$ cat src/rtl/uart_pkg.sv
// Shared definitions for the UART receive path: FSM encoding, oversampling
// constants and the 2-of-3 vote used when UART_RX_MAJORITY_EN is defined.
package uart_pkg;

  typedef enum logic [1:0] {
    IDLE  = 2'd0,
    START = 2'd1,
    DATA  = 2'd2,
    STOP  = 2'd3
  } rx_state_e;

  // The sample-point constants below assume 16 ticks per bit.
  localparam int OVERSAMPLE = 16;
  localparam int SAMPLE_LO  = 7;
  localparam int SAMPLE_MID = 8;
  localparam int SAMPLE_HI  = 9;
  localparam int DATA_BITS  = 8;

  function automatic logic majority3(input logic a, input logic b, input logic c);
    return (a & b) | (a & c) | (b & c);
  endfunction

endpackage

$ cat src/rtl/uart_rx_tick.sv
// Oversample tick generator: divides clk by CLK_FREQ/(BAUD*TICKS_PER_BIT)
// and emits a one-clock tick at the end of each division period. A clear
// re-phases the divider so the first tick of a frame lands a full period
// after the start edge.
module uart_rx_tick #(
  parameter int CLK_FREQ      = 50000000,
  parameter int BAUD          = 115200,
  parameter int TICKS_PER_BIT = uart_pkg::OVERSAMPLE
) (
  input  logic clk,
  input  logic rst_n,
  input  logic clear,
  output logic tick
);

  localparam int DIV   = CLK_FREQ / (BAUD * TICKS_PER_BIT);
  localparam int CNT_W = (DIV > 1) ? $clog2(DIV) : 1;
  localparam logic [CNT_W-1:0] LAST = CNT_W'(DIV - 1);

  logic [CNT_W-1:0] cnt;

  // Free-running divisor counter, synchronously cleared for phase alignment.
  // NOTE: state flops take non-blocking assignments so every flop samples
  // pre-edge values; blocking here would create order-dependent races.
  always_ff @(posedge clk or negedge rst_n) begin
    if (!rst_n) begin
      cnt <= '0;
    end else if (clear || (cnt == LAST)) begin
      cnt <= '0;
    end else begin
      cnt <= cnt + 1'b1;
    end
  end

  assign tick = (cnt == LAST) && !clear;

endmodule

$ cat src/rtl/uart_receiver.sv
// UART 8N1 receiver in the clk_50m domain. Synchronises rx, detects the
// start edge, samples each bit mid-cell with a 16x tick and presents the
// byte with rdy / frame_err / overrun status.
// Optional build macro UART_RX_MAJORITY_EN: 2-of-3 vote over samples at
// scnt 7, 8 and 9 instead of a single sample at scnt 8.
module uart_receiver
  import uart_pkg::*;
#(
  parameter int CLK_FREQ   = 50000000,
  parameter int BAUD       = 115200,
  parameter int OVERSAMPLE = 16
) (
  input  logic       clk_50m,
  input  logic       reset_n,
  input  logic       rx,
  input  logic       rdy_clr,
  output logic [7:0] data_out,
  output logic       rdy,
  output logic       frame_err,
  output logic       overrun,
  output logic       rx_busy
);

  localparam int IDX_W = $clog2(DATA_BITS);
  localparam logic [IDX_W-1:0] LAST_IDX = IDX_W'(DATA_BITS - 1);
  localparam logic [3:0] S_MID = 4'(SAMPLE_MID);

  rx_state_e        state, state_nxt;
  logic             sync_ff, rx_s, prev_rx;
  logic [1:0]       sync_valid;
  logic             armed;
  logic             start_edge, tick, sample_pt, bit_val;
  logic [3:0]       scnt;
  logic [IDX_W-1:0] bit_idx;
  logic [7:0]       shreg;
  logic             shift_en, load_byte, set_ferr;

  // Two-flop synchroniser plus edge history; armed ensures the line has
  // really been seen high (not just the reset value) before a start counts.
  always_ff @(posedge clk_50m or negedge reset_n) begin
    if (!reset_n) begin
      sync_ff    <= 1'b1;
      rx_s       <= 1'b1;
      prev_rx    <= 1'b1;
      sync_valid <= '0;
      armed      <= 1'b0;
    end else begin
      sync_ff    <= rx;
      rx_s       <= sync_ff;
      prev_rx    <= rx_s;
      sync_valid <= {sync_valid[0], 1'b1};
      armed      <= armed | (sync_valid[1] & rx_s);
    end
  end

  assign start_edge = (state == IDLE) && armed && prev_rx && !rx_s;

  uart_rx_tick #(
    .CLK_FREQ     (CLK_FREQ),
    .BAUD         (BAUD),
    .TICKS_PER_BIT(OVERSAMPLE)
  ) u_tick (
    .clk  (clk_50m),
    .rst_n(reset_n),
    .clear(start_edge),
    .tick (tick)
  );

`ifdef UART_RX_MAJORITY_EN
  localparam logic [3:0] S_LO = 4'(SAMPLE_LO);
  localparam logic [3:0] S_HI = 4'(SAMPLE_HI);
  logic s_lo, s_mid;

  // Hold the two early votes; the third is rx_s at the decision tick.
  always_ff @(posedge clk_50m or negedge reset_n) begin
    if (!reset_n) begin
      s_lo  <= 1'b1;
      s_mid <= 1'b1;
    end else if (tick) begin
      if (scnt == S_LO)  s_lo  <= rx_s;
      if (scnt == S_MID) s_mid <= rx_s;
    end
  end

  assign sample_pt = tick && (scnt == S_HI);
  assign bit_val   = majority3(s_lo, s_mid, rx_s);
`else
  assign sample_pt = tick && (scnt == S_MID);
  assign bit_val   = rx_s;
`endif

  // FSM state register.
  always_ff @(posedge clk_50m or negedge reset_n) begin
    if (!reset_n) state <= IDLE;
    else          state <= state_nxt;
  end

  // Next-state and datapath strobes.
  // NOTE: every output of this block gets a default first; a path that
  // leaves one unassigned would infer a latch.
  always_comb begin
    state_nxt = state;
    shift_en  = 1'b0;
    load_byte = 1'b0;
    set_ferr  = 1'b0;
    unique case (state)
      IDLE:  if (start_edge) state_nxt = START;
      START: if (sample_pt)  state_nxt = bit_val ? IDLE : DATA;
      DATA: begin
        if (sample_pt) begin
          shift_en = 1'b1;
          if (bit_idx == LAST_IDX) state_nxt = STOP;
        end
      end
      STOP: begin
        if (sample_pt) begin
          state_nxt = IDLE;
          load_byte = bit_val;
          set_ferr  = !bit_val;
        end
      end
      default: state_nxt = IDLE;
    endcase
  end

  // Sample counter, bit index and LSB-first shift register.
  // NOTE: shreg and bit_idx are reset even though each frame overwrites
  // them before use; it keeps simulation X-free and costs nothing here.
  always_ff @(posedge clk_50m or negedge reset_n) begin
    if (!reset_n) begin
      scnt    <= '0;
      bit_idx <= '0;
      shreg   <= '0;
    end else begin
      if (start_edge)  scnt <= '0;
      else if (tick)   scnt <= scnt + 1'b1;
      if (start_edge)  bit_idx <= '0;
      else if (shift_en) bit_idx <= bit_idx + 1'b1;
      if (shift_en)    shreg <= {bit_val, shreg[7:1]};
    end
  end

  // Output registers; a completing byte wins over a same-cycle rdy_clr.
  always_ff @(posedge clk_50m or negedge reset_n) begin
    if (!reset_n) begin
      data_out  <= '0;
      rdy       <= 1'b0;
      frame_err <= 1'b0;
      overrun   <= 1'b0;
    end else if (load_byte) begin
      data_out  <= shreg;
      rdy       <= 1'b1;
      frame_err <= 1'b0;
      overrun   <= rdy && !rdy_clr;
    end else begin
      if (set_ferr) frame_err <= 1'b1;
      if (rdy_clr) begin
        rdy     <= 1'b0;
        overrun <= 1'b0;
      end
    end
  end

  assign rx_busy = (state != IDLE);

endmodule

$ cat config.mk
export PLATFORM = sky130hd
export DESIGN_NAME = uart_receiver
export DESIGN_NICKNAME = d
export VERILOG_FILES = /design/src/rtl/uart_pkg.sv /design/src/rtl/uart_rx_tick.sv /design/src/rtl/uart_receiver.sv
export SDC_FILE = /design/constraint.sdc
export NUM_CORES = 1
export LEC_CHECK = 0
export ABC_AREA = 1
export CAP_MARGIN = 20
export CELL_PAD_IN_SITES_DETAIL_PLACEMENT = 2
export CELL_PAD_IN_SITES_GLOBAL_PLACEMENT = 2
export CORE_MARGIN = 5
export CORE_UTILIZATION = 39
export DETAILED_ROUTE_END_ITERATION = 16
export PLACE_DENSITY_LB_ADDON = 0.1
export REMOVE_ABC_BUFFERS = 1
export SLEW_MARGIN = 20
export SYNTH_ARGS = -nofsm -noshare
export SYNTH_HDL_FRONTEND = slang
export SYNTH_SLANG_ARGS = --single-unit
$ cat constraint.sdc
create_clock -name clk_50m -period 2.4 [get_ports clk_50m]
set_input_delay 0.24 -clock clk_50m [delete_from_list [all_inputs] [get_ports clk_50m]]
set_output_delay 0.24 -clock clk_50m [all_outputs]
set_load 0.01 [all_outputs]
# After elaboration in Yosys (flattened, before gate mapping)
# Cells that the tools add are included.
# W data, S select, Z words.
# totals
out_inout_bits,12
latchBits,0
ramBits,0
mem_bits_ro,0
mem_count,0
wordCells,70
register_bits,39
# op_classes
multipliers,0
bitwise_logic,2
order_cmp,0
shift,0
eq_ne,11
n_reduce_logical,17
n_div,0
addsub,3
mux,23
# ops
operator,n
$mux W2,6
$mux W1,11
$reduce_bool A2 Y1,5
$mux W4,2
$ne A2 B2 Y1 const B,4
$pmux W2 S4,1
$logic_and A1 B1 Y1,6
$mux W3,2
$add A5 B1 Y5 const B,1
$eq A5 B5 Y1 const B,1
$mux W5,1
$reduce_and A5 Y1,1
$add A4 B1 Y4 const B,1
$eq A2 B2 Y1 const B,2
$eq A4 B4 Y1 const B,1
$add A3 B1 Y3 const B,1
$eq A3 B3 Y1 const B,1
$logic_not A1 Y1,3
$eq A2 B1 Y1 const B,1
$logic_not A2 Y1,1
$ne A2 B1 Y1 const B,1
$and A1 B1 Y1,1
$logic_or A1 B1 Y1,1
$or A1 B1 Y1,1

# Depth between registers and ports, before layout
# Gate-level depths: netlist of the first run.
# logic_depth
depth_word,11
mapped_depth,9
mapped_depth_nobuf,9

# Hierarchy
# From an unflattened synthesis of the first run, not the netlist that was laid out.
# hier_totals
cells_unflattened,181
area_unflattened_um2,1762.9
# by_module_without_submodules
module,n_inst,area_each_um2,cells_per_inst,seq_area_each_um2
uart_receiver,1,1502.7,150,854.6
uart_rx_tick,1,260.2,31,125.1

# Least setup slack after synthesis of the first run
# OpenSTA, ideal clock, no wires.
# synth_path
path_type,register to register
startpoint,register u_tick.cnt[0]
endpoint,register data_out[0]
t_arrival_ps,1361
stages_incl_launch_ff,9
required_time_ps,2284
setup_ps,116
path_buffers,1
path_slack_ps,923
cell_sequence,dfrtp_1 > inv_1 > ha_1 > nand4_4 > nor2_8 > nand4_4 > buf_8 > nand2_1 > nand2_1
# synth_between
elab_chain_len,5
# synth_rtl
item,line,source
"start, declared",uart_rx_tick.sv:20,logic [CNT_W-1:0] cnt;
"start signal, assigned",uart_rx_tick.sv:31,cnt <= cnt + 1'b1;
$eq A5 B5 Y1,uart_rx_tick.sv:35,assign tick = (cnt == LAST) && !clear;
$logic_and A1 B1 Y1,uart_rx_tick.sv:35,
$logic_and A1 B1 Y1,uart_receiver.sv:88,assign sample_pt = tick && (scnt == S_MID);
$mux W1,uart_receiver.sv:116,if (sample_pt) begin
$mux W1,uart_receiver.sv:106,unique case (state)
"end signal, assigned",uart_receiver.sv:151,data_out <= shreg;
"end, declared",uart_receiver.sv:17,"output logic [7:0] data_out,"
# No other way between the ends.
# A chain may end at the register's enable or synchronous reset.

# Worst setup path in the final report of the first run
# layout_path
startpoint,register state[0]
endpoint,output rx_busy
# layout_between
elab_chain_len,1
# layout_rtl
item,line,source
"start, declared",uart_receiver.sv:28,"rx_state_e state, state_nxt;"
"start signal, assigned",uart_receiver.sv:95,else state <= state_nxt;
$reduce_bool A2 Y1,uart_receiver.sv:164,assign rx_busy = (state != IDLE);
"end, declared",uart_receiver.sv:21,output logic rx_busy
# No other way between the ends.

==> results_dict.tcl, run 1 <==
set metrics [dict create \
    grtUsageTotal_pct 14.5 \
    total_power_uw 1600 \
    synthesis.area_um2 1780 \
    start_kind "flip-flop" \
    postLayoutCoreUtil_pct 46.1 \
    dr.pass1.iters 4 \
    rows 24 \
    h-tree-depth 2 \
    final.fill_count 482 \
    start_util_pct 40.6 \
    fin_area_um2 2020 \
    grt_pass1_wl_um 7000 \
    outcome "complete, no violations" \
    fp.dieW_um 77.5 \
    synth_top_family_by_area "simple AND/OR/NAND/NOR gates" \
    area_delta_synth_final_pct 13.8 \
    crit_buf_inv 2 \
    hold_buffers 0 \
    dpl_worst_slack_ns 0.665 \
    synth_fa_ha_area_share_pct 4.22 \
    coreArea_um2 4380 \
    slew_headroom_pct 42.0 \
    cp_slowest_stage_delay_ns 0.53 \
    critPathMaxFanout 8 \
    wl_um 3850 \
    cts_sinks 39 \
    numCtsBuffers 5 \
    fp.dieH_um 77.5 \
    clock.fmax_mhz 569 \
    nets 204 \
    p_leak_uw 0.000916 \
    drtAntennaViolNets 0 \
    routed-via-count 1245 \
    ir_drop_v 0.000322 \
    gp_congestion 0.722 \
    hold_class "in2async" \
    drv_cap 0 \
    grt_max_degree 40 \
    viasPerCell 5.04 \
    synth.distinct_cells 27 \
    path_cells "nor2_4, inv_2, clkdlybuf4s50_1" \
    routedWlPerCell_um 15.6 \
    synthCells 176 \
    cts_resized 0 \
    seqCellArea_um2 980 \
    multi_input_area_um2 659 \
    cts_tree "built" \
    arrival_ns 1.52 \
    final-setup-viol-count 0 \
    synthSimpleGateAreaFrac_pct 22.1 \
    clk_pin_slew_ns 0.07 \
    synth_mux_area_share_pct 0 \
    p_per_area_nw_per_um2 792 \
    synth_xor_area_share_pct 1.48 \
    crit_family "buffers and inverters" \
    placed_area_um2 1940 \
    end_kind "output port" \
    yosysWarnings 0 \
    cts_setup_buffers 0 \
    antennaDiodeCount 0 \
    fin_skew_ns 0.00690 \
    slowest_stage "dfrtp_1" \
    tightest_slew_ns 0.870 \
    dr.first_iter.drc_count 33 \
    clk_latency_ns 0.28 \
    totalNegativeSetupSlack_ns 0 \
    ys_seq_area_share_pct 55.1 \
    worst-setup-path-type "reg2out" \
    syn_avg_cell_area_um2 10.1 \
    hold_viol_final 0 \
    drv_slew 0 \
    drive_above_1_share_pct 14.9 \
    gr-total-overflow 0 \
    drc 0 \
    grt_pass1_vias 1448 \
    port_buffers 15 \
    grt_setup_unrepaired "no" \
    crit_required_ns 2.16 \
    layout_min_cycle_time_ns 1.76 \
    antenna_found_initial 0 \
    clk_path_buf_depth 2 \
    fin_crit_sh_pct 73.2 \
    ioPinCount 16 \
    root_buffer "clkbuf_8" \
    worst_slack_ns 0.643 \
    synth_compound_area_share_pct 9.08 \
    synth.ff_latch_count 39 \
    die-area_um2 6010 \
    hpwl_um 2870 \
]
==> logic make-up (layout without fill, tap and decap cells) <==
family,after synthesis,count (layout)
flops,39,39
buf+inv,28,47
simple gates,73,73
other cells,1,1
compound gates,26,26
fa+ha+maj,6,6
xor+xnor,3,3
==> registers in the layout (all words and copies together) (netlist names), named ones only <==
register / count
data_out: 8
shreg: 8
u_tick.cnt: 5
scnt: 4
bit_idx: 3
sync_valid: 2
armed: 1
bit_val: 1
frame_err: 1
overrun: 1
prev_rx: 1
rdy: 1
state: 1
sync_ff: 1
==> stage by stage <==
stage	std cells	hold slack (ns)
2_1_floorplan	172	-0.0556
3_3_place_gp	239	0.346
3_5_place_dp	239	0.353
4_1_cts	247	0.0984
5_1_grt	247	0.153
6_report	247	0.0724
==> cells in the mapped netlist <==
master	instances	area [um^2]
inv_1	22	82.6
a21o_1	1	7.51
nor2_4	2	22.5
nor2_1	14	52.6
dfstp_2	3	78.8
nand4_4	2	42.5
nand3_2	3	30.0
nand2_1	37	139
nand3_4	1	17.5
xor2_1	2	17.5
o21ai_1	11	55.1
buf_6	3	33.8
nor3_1	1	5.00
a21oi_1	3	15.0
nor2_8	1	20.0
nand4_1	2	12.5
dfrtp_1	36	901
buf_8	1	15.0
inv_2	2	7.51
o21a_1	1	7.51
o21ai_2	7	61.3
xnor2_1	1	8.76
o21ai_0	3	15.0
nor2_2	1	6.26
conb_1	1	3.75
nand3_1	9	45.0
ha_1	6	75.1
==> layer usage <==
| metal | track usage (%) | vias to the layer above | wire length [um] |
|---|---|---|---|
| met5 | 0 | - | 0 |
| met4 | 3.09 | 0 | 20 |
| li1 | - | 596 | - |
| met2 | 25.8 | 13 | 2080 |
| met3 | 3.82 | 2 | 87 |
| met1 | 17.7 | 634 | 1660 |
==> layout by cell type (no fill, tap or decap), types with 3 or more instances in the layout <==
master,count
clkdlybuf4s50_1,14
nand3_1,9
o21ai_2,7
nand2_1,37
clkbuf_8,5
inv_1,22
ha_1,6
a21oi_1,3
dfstp_2,3
dfrtp_1,36
o21ai_1,11
nor2_1,14
nand3_2,3
o21ai_0,3
==> where the power goes <==
group | internal (uW) | switching [uW]
logic | 131 | 206
registers | 733 | 106
clock network | 206 | 221
==> worst reg2reg max path: stages (launching register included) <==
cell and delay, ns:
dfrtp_1 0.43, inv_1 0.08, ha_1 0.15, nand2_1 0.06
nor2_2 0.29, nand4_4 0.36, nand2_1 0.18, o21ai_2 0.06
==> layout make-up <==
cell class / count / share of cell area (%)
inverter: 24 / 4.45
tap: 52 / 3.22
sequential: 39 / 48.4
clock buffer: 7 / 3.77
timing repair buffer: 15 / 7.17
clock inverter: 1 / 0.371
multi-input combinational: 109 / 32.6
==> final timing paths <==
path / start / to / slack [ns] / cells after the start
setup / recovery: state[0] / rx_busy / 0.64 / 3
max in group asynchronous: reset_n / data_out[0] / 1.79 / 1
hold reg to reg: sync_ff / bit_val / 0.36 / 0
min in group clk_50m: sync_ff / bit_val / 0.36 / 0
hold / removal: reset_n / scnt[2] / 0.07 / 1
setup reg to reg: scnt[0] / data_out[7] / 0.67 / 7
Note: power is estimated with default switching activity, not from simulation.
==> run 2: changes to the inputs <==
- CORE_UTILIZATION: 39 -> 36
- clock period: 2.4 -> 1.7 ns (I/O delays scaled with it)
==> run 2 against run 1 <==
Net effect:
- sequential cell count unchanged
- via count up 4.5%
- utilization up 0.48 points
- critical path type unchanged
- total power is 45% higher
- setup slack lost 0.58 ns
- worst hold slack improved by 0.22 ns
- sequential power is 41% higher
- register-to-register slack got worse by 0.56 ns
- clock power is 45% higher
==> results_dict.tcl, run 2 (synthesis gave the netlist of run 1 again) <==
set metrics [dict create \
    outcome "complete, no violations" \
    rows 25 \
    ioPinCount 16 \
    dpl_worst_slack_ns -0.0309 \
    min_from "rx" \
    crit_required_ns 1.53 \
    numCtsBuffers 5 \
    drive_above_1_share_pct 23.0 \
    final_cell_mix "nand2_1 (36), dfrtp_1 (35), inv_1 (22), clkdlybuf4s50_1 (14), nor2_1 (13)" \
    crit_family "buffers and inverters" \
    hpwl_um 3080 \
    start_kind "flip-flop" \
    grt_max_degree 23 \
    dr.pass1.iters 4 \
    dr.first_iter.drc_count 38 \
    wl_um 4490 \
    start_util_pct 37.4 \
    drv_cap 0 \
    grt_pass1_vias 1468 \
    timing.rr.end "frame_err" \
    final-setup-viol-count 0 \
    drtAntennaViolNets 0 \
    fin_crit_sh_pct 96.1 \
    worst_slack_ns 0.0670 \
    clk_latency_ns 0.29 \
    fin_hold_ws_ns 0.289 \
    ir_drop_v 0.000497 \
    die-area_um2 6440 \
    clock.fmax_mhz 612 \
    reg2reg_from "scnt[1]" \
    cp_slowest_stage_delay_ns 0.48 \
    p_per_area_nw_per_um2 1050 \
    crit_start "state[0]" \
    drc 0 \
    end_kind "output port" \
    fin_skew_ns 0.00662 \
    gr-total-overflow 0 \
    cts_tree "built" \
    area_delta_synth_final_pct 24.7 \
    critPathMaxFanout 8 \
    h-tree-depth 2 \
    clk_path_buf_depth 2 \
    hold_viol_final 0 \
    clk_pin_slew_ns 0.08 \
    arrival_ns 1.46 \
    hold_path_end "sync_ff" \
    path_cells "nor2_4, inv_2, clkdlybuf4s50_1" \
    hold_class "in2reg" \
    coreArea_um2 4750 \
    gp_congestion 0.742 \
    layout_min_cycle_time_ns 1.63 \
    p_leak_uw 0.000999 \
    crit_buf_inv 2 \
    top_regs "data_out (8), shreg (8), u_tick.cnt (5)" \
    cts_sinks 39 \
    grt_pass1_wl_um 7370 \
    routed-via-count 1301 \
    antennaDiodeCount 0 \
    antenna_found_initial 0 \
    nets 218 \
    worst-setup-path-type "reg2out" \
    port_buffers 15 \
    root_buffer "clkbuf_8" \
    r2r_slack_ns 0.11 \
    viasPerCell 4.71 \
    rr_worst_depth 8 \
    fp.dieW_um 80.3 \
    slowest_stage "dfrtp_2" \
    grtUsageTotal_pct 15.1 \
    fp.dieH_um 80.3 \
    hold_path_depth 1 \
    drv_slew 0 \
    routedWlPerCell_um 16.3 \
    final_common_cell "nand2_1" \
]
-- run 2: per-stage QoR --
step | TNS [ns] | instance area, um^2 | instances | util [%] | total power, uW
final | 0 | 2220 | 276 | 46.6 | 2330
after global routing | -0.0584 | 2220 | 276 | 46.6 | 2490
after CTS | 0 | 2130 | 270 | 44.8 | 2340
after detailed placement | -0.150 | 2020 | 260 | 42.4 | 1700
after global placement | 0 | 2020 | 260 | 42.4 | 1660
after floorplan | 0 | 1730 | 172 | - | 1500
-- run 2: worst reg2reg max path, delay by kind of cell (launching register included) --
| family | cells | cell delay, ns |
|---|---|---|
| simple gates | 4 | 0.62 |
| flops | 1 | 0.41 |
| buf+inv | 2 | 0.22 |
| fa+ha+maj | 1 | 0.14 |
| compound gates | 1 | 0.08 |
-- run 2: final cells by class --
cell class              instances  area (um^2)
repair buffers                 28          283
clock buffers                   6         72.6
multi-input cells             110          694
fillers                       530         2540
flip-flops and latches         39          981
well taps                      67         83.8
clock inverters                 2         12.5
inverters                      24         90.1
-- run 2: worst max-delay path by stage --
stage	to	slack, ns	cells after the start
global route	frame_err	-0.02	8
global placement	data_out[2]	0.07	7
finish	rx_busy	0.07	3
floorplan	data_out[1]	0.21	7
detailed placement	data_out[2]	-0.03	7
CTS	bit_idx[2]	0.03	7
-- run 2: power breakdown --
part           switching, uW  internal [uW]  total, uW
Clock                    332            287        619
Sequential               142           1040       1180
Combinational            312            218        530
-- run 2: what timing repair did --
action                                  4_1_cts  5_1_grt
hold buffers                                  1        0
gates resized for setup                       1        6
cloned                                        0        1
buffers inserted                              1        5
hold endpoints to repair                     15        0
pin swaps                                     1        2
endpoints found under the setup margin        8       19
-- run 2: metal layers --
| layer | part of all wire [%] | global-route usage [%] | vias up |
|---|---|---|---|
| met5 | 0 | 0 | - |
| met4 | 0.71 | 4.05 | 0 |
| met3 | 2.5 | 3.36 | 7 |
| met2 | 53 | 26.9 | 16 |
| met1 | 44 | 18.1 | 659 |
| li1 | - | - | 619 |
==> run 3: changes to the inputs <==
- CORE_ASPECT_RATIO: unset -> 1.5
- clock period: 1.7 -> 1.53 ns (I/O delays scaled with it)
==> run 3 against run 2 <==
Net effect:
- sequential cell count is the same
- total power grew 30%
- sequential power grew 11%
- die area grew 0.45%
- wire length grew 4.7%
- clock skew grew 0.0033 ns
- critical path depth grew 5
- sequential share of layout area shrank 2.9 points
- first-iteration DRC count shrank 26%
- largest power group unchanged
==> results_dict.tcl, run 3 (synthesis gave the netlist of run 1 again) <==
set metrics [dict create \
    outcome "complete, no violations" \
    drc 0 \
    drv_cap 0 \
    fin_area_um2 2370 \
    pwr-share-comb_pct 23.0 \
    coreArea_um2 4810 \
    rows 31 \
    gr-total-overflow 0 \
    grt_max_degree 23 \
    layout_min_cycle_time_ns 1.52 \
    arrival_ns 1.70 \
    p_sw_uw 938 \
    routedWlPerCell_um 16.6 \
    reg2reg_from "u_tick.cnt[0]" \
    grt_setup_unrepaired "yes" \
    crit_required_ns 1.71 \
    clock.fmax_mhz 659 \
    timing.rr.end "data_out[6]" \
    grt_pass1_wl_um 7470 \
    h-tree-depth 2 \
    numCtsBuffers 5 \
    drv_slew 0 \
    grtUsageTotal_pct 15.8 \
    end_kind "flip-flop" \
    grt_pass1_vias 1522 \
    fin_skew_ns 0.00997 \
    swShare_pct 31.0 \
    die-area_um2 6470 \
    r2r_slack_ns 0.01 \
    seq_power_share_pct 43.3 \
    total_power_uw 3020 \
    cts_tree "built" \
    root_buffer "clkbuf_8" \
    fp.dieW_um 67.4 \
    final-setup-viol-count 0 \
    hold_path_end "sync_ff" \
    final_common_cell "dfrtp_1" \
    wl_um 4700 \
    clk_latency_ns 0.29 \
    ioPinCount 16 \
    critPathMaxFanout 17 \
    nets 226 \
    gp_congestion 0.701 \
    port_buffers 15 \
    clk_path_buf_depth 2 \
    antenna_found_initial 0 \
    postLayoutCoreUtil_pct 49.3 \
    p_leak_uw 0.00106 \
    hpwl_um 2980 \
    placed_area_um2 2030 \
    fin_crit_sh_pct 99.1 \
    dr.first_iter.drc_count 28 \
    intPower_uw 2090 \
    min_from "rx" \
    start_util_pct 37.0 \
    start_kind "flip-flop" \
    top_regs "data_out (8), shreg (8), u_tick.cnt (5)" \
    fin_hold_ws_ns 0.261 \
    rr_worst_depth 8 \
    final_cell_mix "dfrtp_1 (35), nand2_1 (33), inv_1 (20), buf_4 (15), clkdlybuf4s50_1 (13)" \
    worst-setup-path-type "reg2reg" \
    antennaDiodeCount 0 \
    hold_viol_final 0 \
    dr.pass1.iters 4 \
    hold_path_depth 1 \
    cts_sinks 39 \
    area_delta_synth_final_pct 33.4 \
    drtAntennaViolNets 0 \
    drive_above_1_share_pct 30.4 \
    p_per_area_nw_per_um2 1270 \
    hold_class "in2reg" \
    ir_drop_v 0.000591 \
    clkPwrFrac_pct 33.8 \
    fp.dieH_um 96.1 \
    clk_pin_slew_ns 0.08 \
    viasPerCell 4.74 \
    routed-via-count 1342 \
]
[run 3: cell types whose count changed in the layout (fill, tap and decap cells not counted), moves of 2 or more]
cell	before	now
nand3_1	9	7
inv_2	2	4
bufinv_16	0	2
nand2_2	1	4
nand2_1	36	33
inv_1	22	20
nand3_2	3	5
buf_4	9	15
[run 3: routing by layer]
layer | wire (um) | share of wire [%] | vias to the layer above | global-route usage [%]
met5 | 0 | 0 | - | 0
met4 | 113 | 2.4 | 0 | 6.77
met3 | 77 | 1.6 | 8 | 3.62
met2 | 2790 | 59 | 15 | 28.9
met1 | 1720 | 37 | 679 | 16.9
li1 | - | - | 640 | -
[run 3: power by group through the flow]
stage / clock, uW / combinational, uW / sequential (uW)
floorplan: 0 / 375 / 1300
global placement: 0 / 549 / 1310
detailed placement: 0 / 591 / 1320
CTS: 1040 / 626 / 1310
global route: 1100 / 779 / 1330
finish: 1020 / 695 / 1310
[run 3: what timing repair did]
item                       CTS  global route
gates resized for setup     10            12
setup endpoints to repair   24            23
cloned                       2             0
hold buffers                 1             0
pin swaps                    5             6
hold endpoints to repair    16             0
setup buffers                3             8
[run 3: worst max-delay path, stage by stage, from the launching register on]
cell,delay (ns)
dfrtp_1,0.39
inv_1,0.07
ha_2,0.20
nand4_4,0.13
nor2_8,0.21
nand4_4,0.11
buf_12,0.18
nand2_1,0.08
o21ai_2,0.05
[run 3: layout make-up]
cell class,count,area (um^2)
clock buffers,6,72.6
clock inverters,2,60.1
fillers,524,2440
inverters,24,90.1
multi-input cells,111,748
flip-flops and latches,39,981
well taps,66,82.6
repair buffers,35,338
[run 3: worst max-delay path by stage]
| stage | start | end | slack, ns | cells past startpoint |
|---|---|---|---|---|
| 3_3_place_gp | u_tick.cnt[0] | data_out[7] | -0.03 | 7 |
| 3_5_place_dp | u_tick.cnt[0] | data_out[6] | -0.13 | 7 |
| 6_report | u_tick.cnt[0] | data_out[6] | 0.01 | 8 |
| 2_1_floorplan | u_tick.cnt[0] | data_out[1] | 0.04 | 7 |
| 5_1_grt | scnt[1] | flip-flop | -0.09 | 10 |
| 4_1_cts | scnt[1] | flip-flop | -0.01 | 10 |
[run 3: stage by stage]
| step | setup slack (ns) | TNS [ns] | instances |
|---|---|---|---|
| global route | -0.0851 | -1.03 | 283 |
| CTS | -0.0127 | -0.0197 | 275 |
| finish | 0.0130 | 0 | 283 |
| detailed placement | -0.132 | -1.46 | 261 |
| global placement | -0.0284 | -0.207 | 261 |
| floorplan | 0.0370 | 0 | 172 |
